`src/rtl/hazard_ctrl_pkg.sv`:
```
// Shared encodings and the source/destination match rule for the hazard controller.
// Latency: none (constants and a pure function only).
// Backpressure: not applicable.
package hazard_ctrl_pkg;

  // Two-state sequencer encoding, kept as plain constants for legacy tools.
  localparam logic [0:0] ST_RUN     = 1'b0;
  localparam logic [0:0] ST_MC_WAIT = 1'b1;

  // Exec operand source selects.
  localparam logic [1:0] FWD_RF = 2'b00;
  localparam logic [1:0] FWD_WB = 2'b01;
  localparam logic [1:0] FWD_EX = 2'b10;

  // A decode source depends on an older writer when both sides are active,
  // the register numbers and the register files agree, and the register is
  // not integer r0 (FP f0 is a real register).
  function automatic logic src_match(
    input logic       use_src,
    input logic [4:0] rs,
    input logic       rs_fp,
    input logic       regwrite,
    input logic [4:0] rw,
    input logic       rw_fp
  );
    return use_src && regwrite && (rs == rw) && (rs_fp == rw_fp) &&
           (rs_fp || (rs != 5'd0));
  endfunction

endpackage

```
`src/rtl/hazard_fwd_unit.sv`:
```
// Combinational source matching: exec-operand forwarding selects and load-use detect.
// Latency: zero cycles, purely combinational.
// Backpressure: none; the parent decides whether a detected hazard stalls.
module hazard_fwd_unit
  import hazard_ctrl_pkg::*;
(
  input  logic [4:0] id_rs1,
  input  logic [4:0] id_rs2,
  input  logic       id_use_rs1,
  input  logic       id_use_rs2,
  input  logic       id_rs1_fp,
  input  logic       id_rs2_fp,
  input  logic [4:0] ex_rw,
  input  logic       ex_regwrite,
  input  logic       ex_mem2reg,
  input  logic       ex_wfp,
  input  logic [4:0] mem_rw,
  input  logic       mem_regwrite,
  input  logic       mem_wfp,
  output logic [1:0] fwd_a,
  output logic [1:0] fwd_b,
  output logic       load_use
);

  logic ex_hit_a;
  logic ex_hit_b;
  logic mem_hit_a;
  logic mem_hit_b;

  assign ex_hit_a  = src_match(id_use_rs1, id_rs1, id_rs1_fp, ex_regwrite, ex_rw, ex_wfp);
  assign ex_hit_b  = src_match(id_use_rs2, id_rs2, id_rs2_fp, ex_regwrite, ex_rw, ex_wfp);
  assign mem_hit_a = src_match(id_use_rs1, id_rs1, id_rs1_fp, mem_regwrite, mem_rw, mem_wfp);
  assign mem_hit_b = src_match(id_use_rs2, id_rs2, id_rs2_fp, mem_regwrite, mem_rw, mem_wfp);

  // A load in exec has no data yet, so it cannot forward; it becomes a stall.
  assign load_use = (ex_hit_a || ex_hit_b) && ex_mem2reg;

  // Exec is the younger writer and therefore wins over mem.
  always_comb begin
    fwd_a = FWD_RF;
    fwd_b = FWD_RF;
    if (ex_hit_a && !ex_mem2reg) fwd_a = FWD_EX;
    else if (mem_hit_a)          fwd_a = FWD_WB;
    if (ex_hit_b && !ex_mem2reg) fwd_b = FWD_EX;
    else if (mem_hit_b)          fwd_b = FWD_WB;
  end

endmodule

```
`src/rtl/hazard_ctrl.sv`:
```
// Pipeline sequencer: hazard stalls, redirect flushes, forwarding, FP mul/div handshake.
// Latency: controls are combinational from state and inputs; counters/flags update next edge.
// Backpressure: holds the front of the pipe while a load-use or mul/div wait is pending.
module hazard_ctrl
  import hazard_ctrl_pkg::*;
#(
  parameter int MC_TIMEOUT = 64,
  parameter int CNT_W      = 16
) (
  input  logic             clock,
  input  logic             reset,
  input  logic [4:0]       id_rs1,
  input  logic [4:0]       id_rs2,
  input  logic             id_use_rs1,
  input  logic             id_use_rs2,
  input  logic             id_rs1_fp,
  input  logic             id_rs2_fp,
  input  logic             id_mc,
  input  logic [4:0]       ex_rw,
  input  logic             ex_regwrite,
  input  logic             ex_mem2reg,
  input  logic             ex_wfp,
  input  logic [4:0]       mem_rw,
  input  logic             mem_regwrite,
  input  logic             mem_wfp,
  input  logic             mem_branch_taken,
  input  logic             mc_done,
  output logic             pc_stall,
  output logic             ifid_stall,
  output logic             idex_stall,
  output logic             idex_bubble,
  output logic             exmem_bubble,
  output logic             flush_ifid,
  output logic             flush_idex,
  output logic [1:0]       fwd_a,
  output logic [1:0]       fwd_b,
  output logic             mc_go,
  output logic             mc_abort,
  output logic             mc_error,
  output logic [CNT_W-1:0] stall_cnt,
  output logic [CNT_W-1:0] flush_cnt
);

  localparam int TW = (MC_TIMEOUT > 2) ? $clog2(MC_TIMEOUT) : 1;
  localparam logic [TW-1:0] T_LAST = TW'(MC_TIMEOUT - 1);

  logic [0:0]    state;
  logic [0:0]    state_nxt;
  logic [TW-1:0] tcnt;
  logic [TW-1:0] tcnt_nxt;
  logic          err_nxt;
  logic          load_use;
  logic [1:0]    fwd_a_raw;
  logic [1:0]    fwd_b_raw;

  logic pc_stall_r, ifid_stall_r, idex_stall_r, idex_bubble_r, exmem_bubble_r;
  logic flush_r, go_r, abort_r;

  hazard_fwd_unit u_fwd (
    .id_rs1       (id_rs1),
    .id_rs2       (id_rs2),
    .id_use_rs1   (id_use_rs1),
    .id_use_rs2   (id_use_rs2),
    .id_rs1_fp    (id_rs1_fp),
    .id_rs2_fp    (id_rs2_fp),
    .ex_rw        (ex_rw),
    .ex_regwrite  (ex_regwrite),
    .ex_mem2reg   (ex_mem2reg),
    .ex_wfp       (ex_wfp),
    .mem_rw       (mem_rw),
    .mem_regwrite (mem_regwrite),
    .mem_wfp      (mem_wfp),
    .fwd_a        (fwd_a_raw),
    .fwd_b        (fwd_b_raw),
    .load_use     (load_use)
  );

  // Control decode: redirect first, then mul/div wait, then load-use / mul/div launch.
  always_comb begin
    pc_stall_r     = 1'b0;
    ifid_stall_r   = 1'b0;
    idex_stall_r   = 1'b0;
    idex_bubble_r  = 1'b0;
    exmem_bubble_r = 1'b0;
    flush_r        = 1'b0;
    go_r           = 1'b0;
    abort_r        = 1'b0;
    state_nxt      = state;
    tcnt_nxt       = tcnt;
    err_nxt        = mc_error;
    if (mem_branch_taken) begin
      // The mul/div in flight is younger than the branch, so it is killed
      // without flagging an error, even if its result arrives this cycle.
      flush_r   = 1'b1;
      abort_r   = (state == ST_MC_WAIT);
      state_nxt = ST_RUN;
      tcnt_nxt  = '0;
    end else if (state == ST_MC_WAIT) begin
      if (mc_done) begin
        state_nxt = ST_RUN;
        tcnt_nxt  = '0;
      end else begin
        // The abandoning cycle is still a wait cycle; the pipe releases next cycle.
        pc_stall_r     = 1'b1;
        ifid_stall_r   = 1'b1;
        idex_stall_r   = 1'b1;
        exmem_bubble_r = 1'b1;
        if (tcnt == T_LAST) begin
          abort_r   = 1'b1;
          err_nxt   = 1'b1;
          state_nxt = ST_RUN;
          tcnt_nxt  = '0;
        end else begin
          tcnt_nxt = tcnt + 1'b1;
        end
      end
    end else if (load_use) begin
      pc_stall_r    = 1'b1;
      ifid_stall_r  = 1'b1;
      idex_bubble_r = 1'b1;
    end else if (id_mc) begin
      go_r      = 1'b1;
      state_nxt = ST_MC_WAIT;
      tcnt_nxt  = '0;
    end
  end

  // Every combinational output is held low while reset is asserted.
  assign pc_stall     = reset & pc_stall_r;
  assign ifid_stall   = reset & ifid_stall_r;
  assign idex_stall   = reset & idex_stall_r;
  assign idex_bubble  = reset & idex_bubble_r;
  assign exmem_bubble = reset & exmem_bubble_r;
  assign flush_ifid   = reset & flush_r;
  assign flush_idex   = reset & flush_r;
  assign mc_go        = reset & go_r;
  assign mc_abort     = reset & abort_r;
  assign fwd_a        = reset ? fwd_a_raw : FWD_RF;
  assign fwd_b        = reset ? fwd_b_raw : FWD_RF;

  // Sequencer state, timeout counter and sticky error flag.
  always_ff @(posedge clock or negedge reset) begin
    if (!reset) begin
      state    <= ST_RUN;
      tcnt     <= '0;
      mc_error <= 1'b0;
    end else begin
      state    <= state_nxt;
      tcnt     <= tcnt_nxt;
      mc_error <= err_nxt;
    end
  end

  // Saturating event counters.
  always_ff @(posedge clock or negedge reset) begin
    if (!reset) begin
      stall_cnt <= '0;
      flush_cnt <= '0;
    end else begin
      if (pc_stall && (stall_cnt != '1))         stall_cnt <= stall_cnt + 1'b1;
      if (mem_branch_taken && (flush_cnt != '1)) flush_cnt <= flush_cnt + 1'b1;
    end
  end

endmodule

```
`config.mk`:
```
export PLATFORM = sky130hd
export DESIGN_NAME = hazard_ctrl
export DESIGN_NICKNAME = d
export VERILOG_FILES = /design/src/rtl/hazard_ctrl_pkg.sv /design/src/rtl/hazard_fwd_unit.sv /design/src/rtl/hazard_ctrl.sv
export SDC_FILE = /design/constraint.sdc
export NUM_CORES = 1
export LEC_CHECK = 0
export BUFFER_PORTS_ARGS = -buffer_cell sky130_fd_sc_hd__buf_2
export CORE_AREA = 4 4 89 91
export DETAILED_ROUTE_END_ITERATION = 7
export DIE_AREA = 0 0 93 95
export HOLD_SLACK_MARGIN = 0.08
export PLACE_DENSITY = 0.65
export SYNTH_ARGS = -nofsm -noshare
export SYNTH_HDL_FRONTEND = slang
export SYNTH_SLANG_ARGS = --single-unit
```
`constraint.sdc`:
```
create_clock -name clock -period 6.2 [get_ports clock]
set_input_delay 0.93 -clock clock [delete_from_list [all_inputs] [get_ports clock]]
set_output_delay 0.93 -clock clock [all_outputs]
set_load 0.05 [all_outputs]
```
==> metrics <==
Post-Route WL 5800 microns; Hold Buf Count CTS 0; power per cell area 262 nW/um^2; hold path cells 1; Critical Path Start Type input pin; Tightest Pin Transition 1.15 ns; most frequent cells in the layout buf_2 (79), dfrtp_1 (40), xor2_1 (33), nand3_1 (19), nand2_1 (18); initial antenna violation count 0; Worst Min Path Start mc_error; largest cells by area after synthesis dfrtp_1 (41%), xor2_1 (12%), xnor2_1 (5.3%); critical path required time 5.27 ns; cell area after synthesis 2460 sq um; R2R depth 6; routed len/inst 13.6 microns; final hold viol count 0; CORE AREA 7140 sq um; CP Capture Type primary output; Peak VDD IR 269 uV; max-cap viol count 0; commonest non-fill, non-tap cell in the layout buf_2; CTS tree done; diode count 0; die width 93 microns; RePlAce Congestion 0.810; Tcrit/Tclk final 0.594; largest net degree at the start of global routing 49; RSZ-0062 raised after global routing no; Num CTS Buffers 5; R2R Path End stall_cnt[1]; clock buffer depth 2; initial drt markers 115; First-pass DRT Iterations 4; clk sink count 40; Mapped Cells 248; FF+latch count, synth 40; DP Worst Slack 2.41 ns; antenna-violating nets left 0; first-pass GRT wire length 9650 microns; Initial Utilization 0.345; Final Slew Violations 0; Mean Syn Cell Area 9.94 sq um; I/O pin total 80; Worst R2R Setup Slack 3.57 ns; Die ar. 8840 sq um; Hold Crit Class reg -> reg; Async SR Flop Fraction 1.00; register area share after synthesis 0.406; vias in the first global route 2111; drt drc 0; setup TNS 0 ns; EDFF count, synth 0; area grow syn2layout 21.9%; area share of the largest cell type after synthesis 0.406; post-synth top area cell dfrtp_1; IO Port Bufs 79; Root Buffer clkbuf_8; Pleak 1.46 nW; worst-path fanout max 48; hold endpoint mc_error; NumNets Final 362; shortest period the worst path allows 3.68 ns; Synth Flop Type dfrtp_1; Vias 2167; Setup-failing EPs final 0; Overall Power 788 uW; share of cells above drive strength 1 0.301; Post-DP Area 2910 sq um; CTS-repair resized insts 0; hpwl dp 4480 microns; die height 95 microns; row cnt 31; worst setup path class in -> out; Finished Cell Area 3000 sq um; fin worst setup slack 2.52 ns; Skew-Pair Late Insertion Delay 0.29 ns; outcome finished, final reports clean; htree depth 2; Worst-path clk slew 0.07 ns; reg-to-reg startpoint stall_cnt[5]; Finished Layout Cells 425; Synth Net Count 285; yosys warns 0; Netlist cell types 50; Final Util 0.421; via density per instance 5.10; worst endpoint data arrival time 2.75 ns; fmax 0.272 GHz; WHS 0.480 ns; GRT Total Usage 0.137; clk_skew 0.00605 ns; Setup Fix Bufs, Post-CTS 0; gr ovfl total 0; Relative slew margins 0.226; Inst Count DP 417
==> where the power goes <==
part           internal [mW]  switching [mW]  total [mW]
Sequential             0.294          0.0466       0.341
Clock                 0.0908          0.0870       0.178
Combinational         0.0789           0.191       0.270
==> synth_stat cells, drive strengths merged (3+ instances only) <==
master and n:
dfrtp 40, xor2 33, nand2 19, nand3 19, nor2 15, xnor2 15, nor3 12, nand4 11
a21oi 7, a2111oi 6, a211oi 6, buf 6, and3 5, and4 5, inv 4, clkbuf 3
ha 3, mux2 3, o21ai 3
==> area by class of cell <==
class                           instances  area, sq um
Fill cell                             752         4130
Multi-Input combinational cell        195         1380
Sequential cell                        40         1000
Timing Repair Buffer                   79          395
Tap cell                               99          124
Clock buffer                            8         90.1
Inverter                                4         15.0
==> how the worst max path moves through the flow <==
stage               from  endpoint  slack, ns  cells past startpoint
3_5_place_dp       reset  mc_abort       2.41                      4
3_3_place_gp       reset  mc_abort       2.44                      4
5_1_grt            reset  mc_abort       2.22                      4
4_1_cts            reset  mc_abort       2.41                      4
6_report           reset  mc_abort       2.52                      4
2_1_floorplan  id_rs2[0]  pc_stall       2.52                      7
==> worst max-delay path, stage by stage <==
cell and delay, ns:
buf_2 0.76, nand2_2 0.45, o2bb2ai_1 0.30, buf_2 0.30
==> sequential cells by signal, summed over array words and instances (netlist names) <==
signal,flops
stall_cnt,16
flush_cnt,16
tcnt,6
state,1
mc_error,1
==> layer usage <==
metal / global-route usage / part of all wire
met5: 0 / 0
met3: 0.0478 / 0.058
met1: 0.166 / 0.45
met2: 0.236 / 0.49
met4: 0.0269 / 0.0074
==> cell families (layout without fill, tap and decap cells) <==
kind of cell | after synthesis | in the layout | share of synthesized area
AOI/OAI and AO/OA | 43 | 43 | 0.147
adders and majority gates | 3 | 3 | 0.0152
xor gates and xnor gates | 48 | 48 | 0.171
and+or+nand+nor | 97 | 97 | 0.208
buffers and inverters | 13 | 91 | 0.0345
DFF | 40 | 40 | 0.406
muxes | 4 | 4 | 0.0193
Note: power is estimated with default switching activity, not from simulation.
